<file path="src/rtl/des_sbox_engine_if.sv">
// Stream interface for des_sbox_engine: input vector handshake and result handshake.
interface des_sbox_engine_if #(
  parameter int unsigned NUM_BOX = 8,
  parameter int unsigned IN_W    = 6,
  parameter int unsigned OUT_W   = 4
);
  logic                       i_valid;
  logic                       o_ready;
  logic [NUM_BOX*IN_W-1:0]    i_vector;
  logic                       o_valid;
  logic                       i_ready;
  logic [NUM_BOX*OUT_W-1:0]   o_vector;

  modport master (
    output i_valid, i_vector, i_ready,
    input  o_ready, o_valid, o_vector
  );

  modport slave (
    input  i_valid, i_vector, i_ready,
    output o_ready, o_valid, o_vector
  );
endinterface

</file>
<file path="src/rtl/des_sbox_engine.sv">
// Programmable, time-multiplexed DES S-box engine: NUM_BOX loadable tables, LANES lookups per cycle.
// Optional macro SBOX_PARITY_EN adds per-entry even parity and a sticky o_parity_err output.
module des_sbox_engine #(
  parameter int unsigned NUM_BOX = 8,
  parameter int unsigned IN_W    = 6,
  parameter int unsigned OUT_W   = 4,
  parameter int unsigned LANES   = 2
) (
  input  logic                       i_clk,
  input  logic                       i_rst_n,
  input  logic                       i_cfg_we,
  input  logic [$clog2(NUM_BOX)-1:0] i_cfg_box,
  input  logic [IN_W-1:0]            i_cfg_addr,
  input  logic [OUT_W-1:0]           i_cfg_data,
  output logic                       o_cfg_drop,
  des_sbox_engine_if.slave           bus,
  output logic                       o_busy
`ifdef SBOX_PARITY_EN
  ,
  output logic                       o_parity_err
`endif
);

  localparam int unsigned BOX_W  = $clog2(NUM_BOX);
  localparam int unsigned DEPTH  = 2 ** IN_W;
  localparam int unsigned VIN_W  = NUM_BOX * IN_W;
  localparam int unsigned VOUT_W = NUM_BOX * OUT_W;
`ifdef SBOX_PARITY_EN
  localparam int unsigned ENT_W  = OUT_W + 1;
`else
  localparam int unsigned ENT_W  = OUT_W;
`endif

  typedef enum logic [1:0] {IDLE, RUN, DONE} state_e;

  state_e              state_q, state_d;
  logic [BOX_W-1:0]    cnt_q, cnt_d;
  logic [VIN_W-1:0]    vec_q, vec_d;
  logic [VOUT_W-1:0]   res_q, res_d;
  logic                drop_q, drop_d;
  logic [ENT_W-1:0]    tbl_q [NUM_BOX][DEPTH];

  logic                cfg_box_ok;
  logic                cfg_wr;
  logic [ENT_W-1:0]    cfg_ent;
  logic [BOX_W-1:0]    lane_box [LANES];
  logic [ENT_W-1:0]    lane_ent [LANES];

  assign cfg_box_ok = (32'(i_cfg_box) < NUM_BOX);
  assign cfg_wr     = i_cfg_we && (state_q == IDLE) && cfg_box_ok;
  assign drop_d     = i_cfg_we && ((state_q != IDLE) || !cfg_box_ok);

`ifdef SBOX_PARITY_EN
  assign cfg_ent = {^i_cfg_data, i_cfg_data};
`else
  assign cfg_ent = i_cfg_data;
`endif

  // Box indices served by each lane this cycle
  always_comb begin
    for (int l = 0; l < LANES; l++) begin
      lane_box[l] = cnt_q + BOX_W'(l);
    end
  end

  // Raw IN_W-bit chunk is the table index; box 0 sits in the MSB chunk
  always_comb begin
    for (int l = 0; l < LANES; l++) begin
      lane_ent[l] = tbl_q[lane_box[l]][vec_q[(NUM_BOX - 32'(lane_box[l])) * IN_W - 1 -: IN_W]];
    end
  end

  always_comb begin
    state_d = state_q;
    cnt_d   = cnt_q;
    vec_d   = vec_q;
    res_d   = res_q;
    unique case (state_q)
      IDLE: begin
        if (bus.i_valid) begin
          vec_d   = bus.i_vector;
          cnt_d   = '0;
          state_d = RUN;
        end
      end
      RUN: begin
        for (int l = 0; l < LANES; l++) begin
          res_d[(NUM_BOX - 32'(lane_box[l])) * OUT_W - 1 -: OUT_W] = lane_ent[l][OUT_W-1:0];
        end
        cnt_d = cnt_q + BOX_W'(LANES);
        if (32'(cnt_q) + LANES == NUM_BOX) begin
          cnt_d   = '0;
          state_d = DONE;
        end
      end
      DONE: begin
        if (bus.i_ready) begin
          state_d = IDLE;
        end
      end
      default: state_d = IDLE;
    endcase
  end

  always_ff @(posedge i_clk or negedge i_rst_n) begin
    if (!i_rst_n) begin
      state_q <= IDLE;
      cnt_q   <= '0;
      vec_q   <= '0;
      res_q   <= '0;
      drop_q  <= 1'b0;
    end else begin
      state_q <= state_d;
      cnt_q   <= cnt_d;
      vec_q   <= vec_d;
      res_q   <= res_d;
      drop_q  <= drop_d;
    end
  end

  // Lookup tables; writes land only while idle so a running vector never sees a torn table
  always_ff @(posedge i_clk or negedge i_rst_n) begin
    if (!i_rst_n) begin
      for (int b = 0; b < NUM_BOX; b++) begin
        for (int a = 0; a < DEPTH; a++) begin
          tbl_q[b][a] <= '0;
        end
      end
    end else if (cfg_wr) begin
      tbl_q[i_cfg_box][i_cfg_addr] <= cfg_ent;
    end
  end

`ifdef SBOX_PARITY_EN
  logic               par_err_q, par_err_d;
  logic [LANES-1:0]   lane_bad;

  always_comb begin
    for (int l = 0; l < LANES; l++) begin
      lane_bad[l] = ^lane_ent[l];
    end
  end

  assign par_err_d = par_err_q || ((state_q == RUN) && (|lane_bad));

  always_ff @(posedge i_clk or negedge i_rst_n) begin
    if (!i_rst_n) begin
      par_err_q <= 1'b0;
    end else begin
      par_err_q <= par_err_d;
    end
  end

  assign o_parity_err = par_err_q;
`endif

  assign bus.o_ready  = (state_q == IDLE);
  assign bus.o_valid  = (state_q == DONE);
  assign bus.o_vector = res_q;
  assign o_busy       = (state_q != IDLE);
  assign o_cfg_drop   = drop_q;

endmodule

</file>
<file path="src/flat_wrapper.sv">
// flat-port wrapper written by rule: the top's interface ports become plain ports
module des_sbox_engine_flat 
#(
  parameter int unsigned NUM_BOX = 8,
  parameter int unsigned IN_W    = 6,
  parameter int unsigned OUT_W   = 4,
  parameter int unsigned LANES   = 2
)
  (i_clk, i_rst_n, i_cfg_we, i_cfg_box, i_cfg_addr, i_cfg_data, o_cfg_drop, o_busy, bus_i_valid, bus_i_vector, bus_i_ready, bus_o_ready, bus_o_valid, bus_o_vector);
  des_sbox_engine_if #(.NUM_BOX(NUM_BOX), .IN_W(IN_W), .OUT_W(OUT_W)) bus_i ();
  input  logic i_clk;
  input  logic i_rst_n;
  input  logic i_cfg_we;
  input  logic [$clog2(NUM_BOX)-1:0] i_cfg_box;
  input  logic [IN_W-1:0] i_cfg_addr;
  input  logic [OUT_W-1:0] i_cfg_data;
  output logic o_cfg_drop;
  output logic o_busy;
  input wire logic [$bits(bus_i.i_valid)-1:0] bus_i_valid;
  input wire logic [$bits(bus_i.i_vector)-1:0] bus_i_vector;
  input wire logic [$bits(bus_i.i_ready)-1:0] bus_i_ready;
  output wire logic [$bits(bus_i.o_ready)-1:0] bus_o_ready;
  output wire logic [$bits(bus_i.o_valid)-1:0] bus_o_valid;
  output wire logic [$bits(bus_i.o_vector)-1:0] bus_o_vector;
  assign bus_i.i_valid = bus_i_valid;
  assign bus_i.i_vector = bus_i_vector;
  assign bus_i.i_ready = bus_i_ready;
  assign bus_o_ready = bus_i.o_ready;
  assign bus_o_valid = bus_i.o_valid;
  assign bus_o_vector = bus_i.o_vector;
  des_sbox_engine #(.NUM_BOX(NUM_BOX), .IN_W(IN_W), .OUT_W(OUT_W), .LANES(LANES)) u_core (.i_clk(i_clk), .i_rst_n(i_rst_n), .i_cfg_we(i_cfg_we), .i_cfg_box(i_cfg_box), .i_cfg_addr(i_cfg_addr), .i_cfg_data(i_cfg_data), .o_cfg_drop(o_cfg_drop), .bus(bus_i), .o_busy(o_busy));
endmodule
</file>
<file path="config.mk">
export PLATFORM = sky130hd
export DESIGN_NAME = des_sbox_engine_flat
export DESIGN_NICKNAME = d
export VERILOG_FILES = /design/src/rtl/des_sbox_engine_if.sv /design/src/rtl/des_sbox_engine.sv /design/src/flat_wrapper.sv
export SDC_FILE = /design/constraint.sdc
export NUM_CORES = 2
export LEC_CHECK = 0
export CAP_MARGIN = 5
export CORE_MARGIN = 10
export CORE_UTILIZATION = 55
export DETAILED_ROUTE_END_ITERATION = 8
export HOLD_SLACK_MARGIN = 0.03
export PLACE_DENSITY = 0.72
export REMOVE_ABC_BUFFERS = 1
export SYNTH_ARGS = -nofsm -noshare
export SYNTH_HDL_FRONTEND = slang
export SYNTH_SLANG_ARGS = --single-unit
</file>
<file path="constraint.sdc">
create_clock -name i_clk -period 11.9 [get_ports i_clk]
set_input_delay 2.38 -clock i_clk [delete_from_list [all_inputs] [get_ports i_clk]]
set_output_delay 2.38 -clock i_clk [all_outputs]
set_load 0.05 [all_outputs]
</file>
# After elaboration in Yosys (flattened, before gate mapping)
# Cells that the tools add are included.
[word_totals]
register_bits = 2134
output_inout_bits = 36
input_bits = 66
elab_cells = 592
[op_classes]
mux = 26
n_eq_ne = 6
reduce_logical = 10
bitwise = 6
multipliers = 2
add_sub_neg = 11
n_shift = 6
order_cmp = 8
[op_table]
columns = ["operator", "count"]
rows = [
  ["bitwise mux 2048 bit", 1],
  ["binary-select mux 256 bit (select 3 bit)", 2],
  ["two-way mux 256 bit", 5],
  ["demux 256 bit (select 3 bit)", 1],
  ["subtractor 32 x 1 -> 32 bit (second input constant)", 4],
  ["indexed part select 53 x 33 -> 6 bit", 2],
  ["variable shift 4 x 34 -> 35 bit (first input constant)", 2],
  ["indexed part select 4 x 34 -> 35 bit", 2],
  ["negator 32 -> 34 bit", 2],
  ["bitwise mux 32 bit", 2],
  ["multiplier 32 x 2 -> 31 bit (second input constant)", 2],
  ["binary-select mux 4 bit (select 6 bit)", 2],
  ["== test 32 x 4 -> 1 bit (second input constant)", 1],
  ["demux 4 bit (select 6 bit)", 1],
  [">= comparator 7 bit (second input constant)", 3],
  ["NOT 6 -> 7 bit", 3],
  ["two-way mux 4 bit", 5],
  [">= comparator 4 bit (second input constant)", 3],
  ["NOT 3 -> 4 bit", 3],
  ["subtractor 4 x 3 -> 5 bit (first input constant)", 2],
  ["less-than comparator 7 x 1 -> 1 bit (second input constant)", 1],
  ["two-way mux 2 bit", 3],
  ["two-way mux 3 bit", 2],
  ["one-hot mux 2 bit (3 select lines)", 1],
  ["other kinds (14)", 20],
]

# Depth between registers and ports, before layout
[depth]
ltp_word = 11
depth_mapped = 28
mapped_depth_nobuf = 15

# Worst setup path after synthesis
# No wires, ideal clock.
[synth_timing]
path_kind = "reg2reg"
from = "reg u_core.cnt_q[1]"
to = "reg u_core.res_q[21] (netlist: u_core.bus.o_vector[21])"
path_buffers = 11
slack_ns = 5.880
stages_incl_launch_ff = 26
setup_time_ns = 0.121
arrival_time_ns = 5.899
period_less_slack_ns = 6.020
t_required_ns = 11.779
path_cell_list = "dfrtp_1 > buf_6 > inv_1 > buf_2 > buf_2 > buf_1 > buf_2 > buf_2 > ha_1 > buf_4 > inv_1 > ha_1 > clkbuf_2 > xnor2_4 > mux4_2 > a21oi_2 > o21ai_4 > buf_6 > buf_6 > buf_6 > nand2_1 > nand3_1 > nand3_1 > nand4_1 > or3_1 > a22o_1"
[synth_via]
elab_chain_cells = 11
word_cells_on_any_way = 35
classes_between = "add/sub (9); mul (2); shift (6); mux (14); bitwise (4)"
[synth_lines]
columns = ["item", "line", "rtl"]
rows = [
  ["start, declared", "des_sbox_engine.sv:37", "logic [BOX_W-1:0] cnt_q, cnt_d;"],
  ["start signal, assigned", "des_sbox_engine.sv:114", "cnt_q <= cnt_d;"],
  ["adder 3 x 1 -> 3 bit / subtractor 4 x 3 -> 5 bit (equally long branches)", "des_sbox_engine.sv:62, des_sbox_engine.sv:69, des_sbox_engine.sv:88", ""],
  ["subtractor 4 x 3 -> 5 bit / multiplier 32 x 2 -> 31 bit (equally long branches)", "des_sbox_engine.sv:69, des_sbox_engine.sv:88", ""],
  ["multiplier 32 x 2 -> 31 bit / subtractor 32 x 1 -> 32 bit (equally long branches)", "des_sbox_engine.sv:69", "lane_ent[l] = tbl_q[lane_box[l]][vec_q[(NUM_BOX - 32'(lane_box[l])) * IN_W - 1 -: IN_W]];"],
  ["subtractor 32 x 1 -> 32 bit / indexed part select 53 x 33 -> 6 bit (equally long branches)", "des_sbox_engine.sv:69", ""],
  ["indexed part select 53 x 33 -> 6 bit / NOT 6 -> 7 bit (equally long branches)", "des_sbox_engine.sv:69", ""],
  ["NOT 6 -> 7 bit (implied by the code) / binary-select mux 4 bit (select 6 bit) (equally long branches)", "des_sbox_engine.sv:69", ""],
  ["binary-select mux 4 bit (select 6 bit) / two-way mux 4 bit (equally long branches)", "des_sbox_engine.sv:69", ""],
  ["two-way mux 4 bit (implied by the code)", "des_sbox_engine.sv:69", ""],
  ["two-way mux 4 bit (implied by the code) / indexed part select 4 x 34 -> 35 bit (equally long branches)", "des_sbox_engine.sv:69, des_sbox_engine.sv:88", ""],
  ["indexed part select 4 x 34 -> 35 bit / bitwise mux 32 bit (equally long branches)", "des_sbox_engine.sv:88", "res_d[(NUM_BOX - 32'(lane_box[l])) * OUT_W - 1 -: OUT_W] = lane_ent[l][OUT_W-1:0];"],
  ["bitwise mux 32 bit *", "des_sbox_engine.sv:88", ""],
  ["end signal, assigned", "des_sbox_engine.sv:116", "res_q <= res_d;"],
  ["end, declared", "des_sbox_engine.sv:39", "logic [VOUT_W-1:0] res_q, res_d;"],
]
# Every way passes the cells marked *; elsewhere a longest branch is shown, timed or not. The select of a mux whose other input is x is not followed.
# A chain may end at the register's enable or synchronous reset.

# Final worst setup path
[layout_timing]
from = "reg u_core.cnt_q[2]"
to = "reg u_core.res_q[18] (netlist: u_core.bus.o_vector[18])"
# The elaborated chain is that of the path after synthesis.

==> flow_summary.toml <==
[status]
outcome = "complete, no violations"

[power]
p_comb_frac = 0.424
swShare = 0.4299
p_sw_mw = 11.03
pwr-share-clk = 0.271
powerDensity_nw_per_um2 = 230.3
intPower_mw = 14.63
leakage_nw = 52.88
pwr-share-seq = 0.305
vdd_drop_max_mv = 0.4773

[critical_path]
crit_type = "reg2reg"
cp.required_ns = 12.64
rr_worst_depth = 15
setup.worst_path.start_class = "flop"
cp_slowest_stage_delay_ns = 1.25
crit_buf_inv = 3
cp-end-kind = "flop"
r2r-end = "u_core.bus.o_vector[18]"
critPathTopFamily = "compound AO/OA/AOI/OAI gates"
r2r_start = "u_core.cnt_q[2]"
arrival_ns = 8.18
cp_slowest_cell = "fa_1"
path_max_fanout = 136
r2r_setup_slack_ns = 4.46
crit_chain = "inv_1 > buf_4 > fa_1 > mux2_2 > nor2_1 > nor2_1 > nand3_4 > buf_12 > mux4_2 > a221oi_1 > o21ai_1 > a211oi_1 > a211oi_1 > a211oi_2 > o21ai_1"

[placed_design]
gp_congestion = 0.9110
hpwl_mm = 190.6
postPlaceCellArea_um2 = 104100
portBuffers = 101
dp_slack_ns = 4.668

[drt]
vias = 65360
drtAntennaViolNets = 0
wire_per_inst_um = 29.34
dr.pass1.iters = 8
drtIter0Drc = 6951
drt_wl_total_mm = 294.1
via_per_inst = 6.522
drc = 0

[sta]
finalHoldViolCount = 0
relSlewSlack = 0.1244
max_freq_mhz = 134.4
fin_crit_sh = 0.6255
finalCriticalPeriod_ns = 7.443
finalSetupTns_ns = 0
slew_viol_final = 0
hold_ws_ns = 0.4978
worst_pin_slew_ns = 1.303
skew_ns = 0.05051
setup_ws_ns = 4.457
rsz0062_at_grt = "false"
setup-violations-final = 0

[synth]
async_flop_share = 1.000
ys_seq_area_frac = 0.5275
syn_area_um2 = 101200
yosysWarnings = 0
synth_cell_types = 94
netlist_instances = 7495
syn_avg_cell_area_um2 = 13.50
ys.flop_type = "dfrtp_1"
synth_edf_count = 0
synth-seq-cells = 2133

[die]
initial_core_util = 0.5527
row_count = 157
io_pins = 102
dieArea_um2 = 201500
die_x_um = 448.9
coreArea_um2 = 183100
fp.dieH_um = 448.9

[finish]
postLayoutCellArea_um2 = 111500
drive_gt1_frac = 0.3980
fin_nets = 7474
final_cell_mix = "2,131 x dfrtp_1, 2,066 x mux2_2, 958 x nand2_1"
multiInputGateArea_um2 = 45490
syn_to_final_growth_pct = 10.16
fill_cells = 13920
layout_commonest_cell = "dfrtp_1"
seq_area_um2 = 53380
utilization = 0.6089

[cts]
cts_buffers = 214
cts-root-buf = "clkbuf_16"
path_clk_slew_ns = 0.06
cts_hold_buffers = 0
ctsLongestPathBuffers = 3
insertion_delay_ns = 0.88
clock_sinks = 2133
cts_tree = "done"
cts-resized-gates = 0
postCtsSetupRepairBufs = 0
cts_max_level = 4

[global_route]
antenna_found_initial = 6
grt_pass1_vias = 67140
grt_usage = 0.2872
grt_max_degree = 211
grt_remaining_overflow = 0
grt_pass1_wl_mm = 444.5

[worst_hold_path]
holdPathEnd = "u_core.tbl_q[828]"
hold_path_depth = 1
min-delay-start = "u_core.tbl_q[828]"
hold_path_class = "reg2reg"

[run]
maxCapViolCount = 0
worst register-to-register path, stage by stage (launching register included):
cell	delay, ns
dfrtp_4	0.76
inv_1	0.14
buf_4	0.33
fa_1	1.25
mux2_2	0.34
nor2_1	0.06
nor2_1	0.69
nand3_4	0.60
buf_12	0.47
mux4_2	0.64
a221oi_1	0.26
o21ai_1	0.10
a211oi_1	0.76
a211oi_1	0.15
a211oi_2	0.57
o21ai_1	0.17
metal layers:
metal,global-route usage,vias to the layer above,wire length (um)
li1,-,27030,-
met1,0.4000,34650,122100
met2,0.4248,2948,130200
met3,0.07720,726,27430
met4,0.1252,10,14210
met5,0,-,67
kinds of logic after synthesis:
logic type | synth area share
compound gates | 0.03376
xor+xnor | 0.0006926
fa+ha+maj | 0.003462
buf+inv | 0.02514
flops | 0.5275
mux | 0.3427
other cells | 0.00007422
simple gates | 0.06664
state kept, by name, indices dropped and copies added, names as in the netlist:
signal / flops
u_core.cnt_q: 2
u_core.bus.o_vector: 32
u_core.tbl_q: 2048
u_core.o_cfg_drop: 1
u_core.state_q: 2
u_core.vec_q: 48
final cells by class:
class                      count  area share
clock inverter                71    0.009574
timing repair buffer         216     0.01917
tap                         2464     0.02766
antenna                        1  0.00002245
multi-input combinational   4806      0.4081
clock buffer                 319     0.05616
sequential                  2133      0.4789
inverter                      12   0.0004265
worst max-delay path by stage:
stage / start / to / cells past startpoint
2_1_floorplan: u_core.cnt_q[1] / u_core.bus.o_vector[11] / 13
3_3_place_gp: u_core.cnt_q[1] / u_core.bus.o_vector[15] / 18
3_5_place_dp: u_core.cnt_q[1] / u_core.bus.o_vector[15] / 17
4_1_cts: u_core.cnt_q[1] / u_core.bus.o_vector[12] / 17
5_1_grt: u_core.cnt_q[2] / u_core.bus.o_vector[18] / 15
6_report: u_core.cnt_q[2] / u_core.bus.o_vector[18] / 15
through the flow:
stage / std cells / total power, mW
2_1_floorplan: 6951 / 13.81
6_report: 10020 / 25.67
4_1_cts: 10020 / 25.41
3_3_place_gp: 9631 / 18.35
3_5_place_dp: 9631 / 18.45
5_1_grt: 10020 / 26.37
cell usage after synthesis, types with 44 or more instances:
library cell | instances | share of area
dfrtp_1 | 2133 | 0.53
mux2_2 | 2066 | 0.23
nand2_1 | 959 | 0.036
mux4_2 | 413 | 0.092
clkbuf_1 | 374 | 0.014
nor2_1 | 343 | 0.013
mux2i_1 | 206 | 0.020
nand3_1 | 124 | 0.0061
a21oi_1 | 106 | 0.0052
buf_2 | 96 | 0.0047
a32oi_1 | 54 | 0.0047
o21ai_0 | 44 | 0.0022
power by group through the flow:
stage                     Clock, mW  Sequential [mW]  Combinational (mW)
after floorplan                   0             8.32                5.49
after global placement            0             7.93                10.4
after detailed placement          0             7.94                10.5
after CTS                      7.04             7.81                10.6
after global routing           7.33             7.85                11.2
final                          6.95             7.83                10.9
No activity file was read; power rests on OpenSTA's default activity.
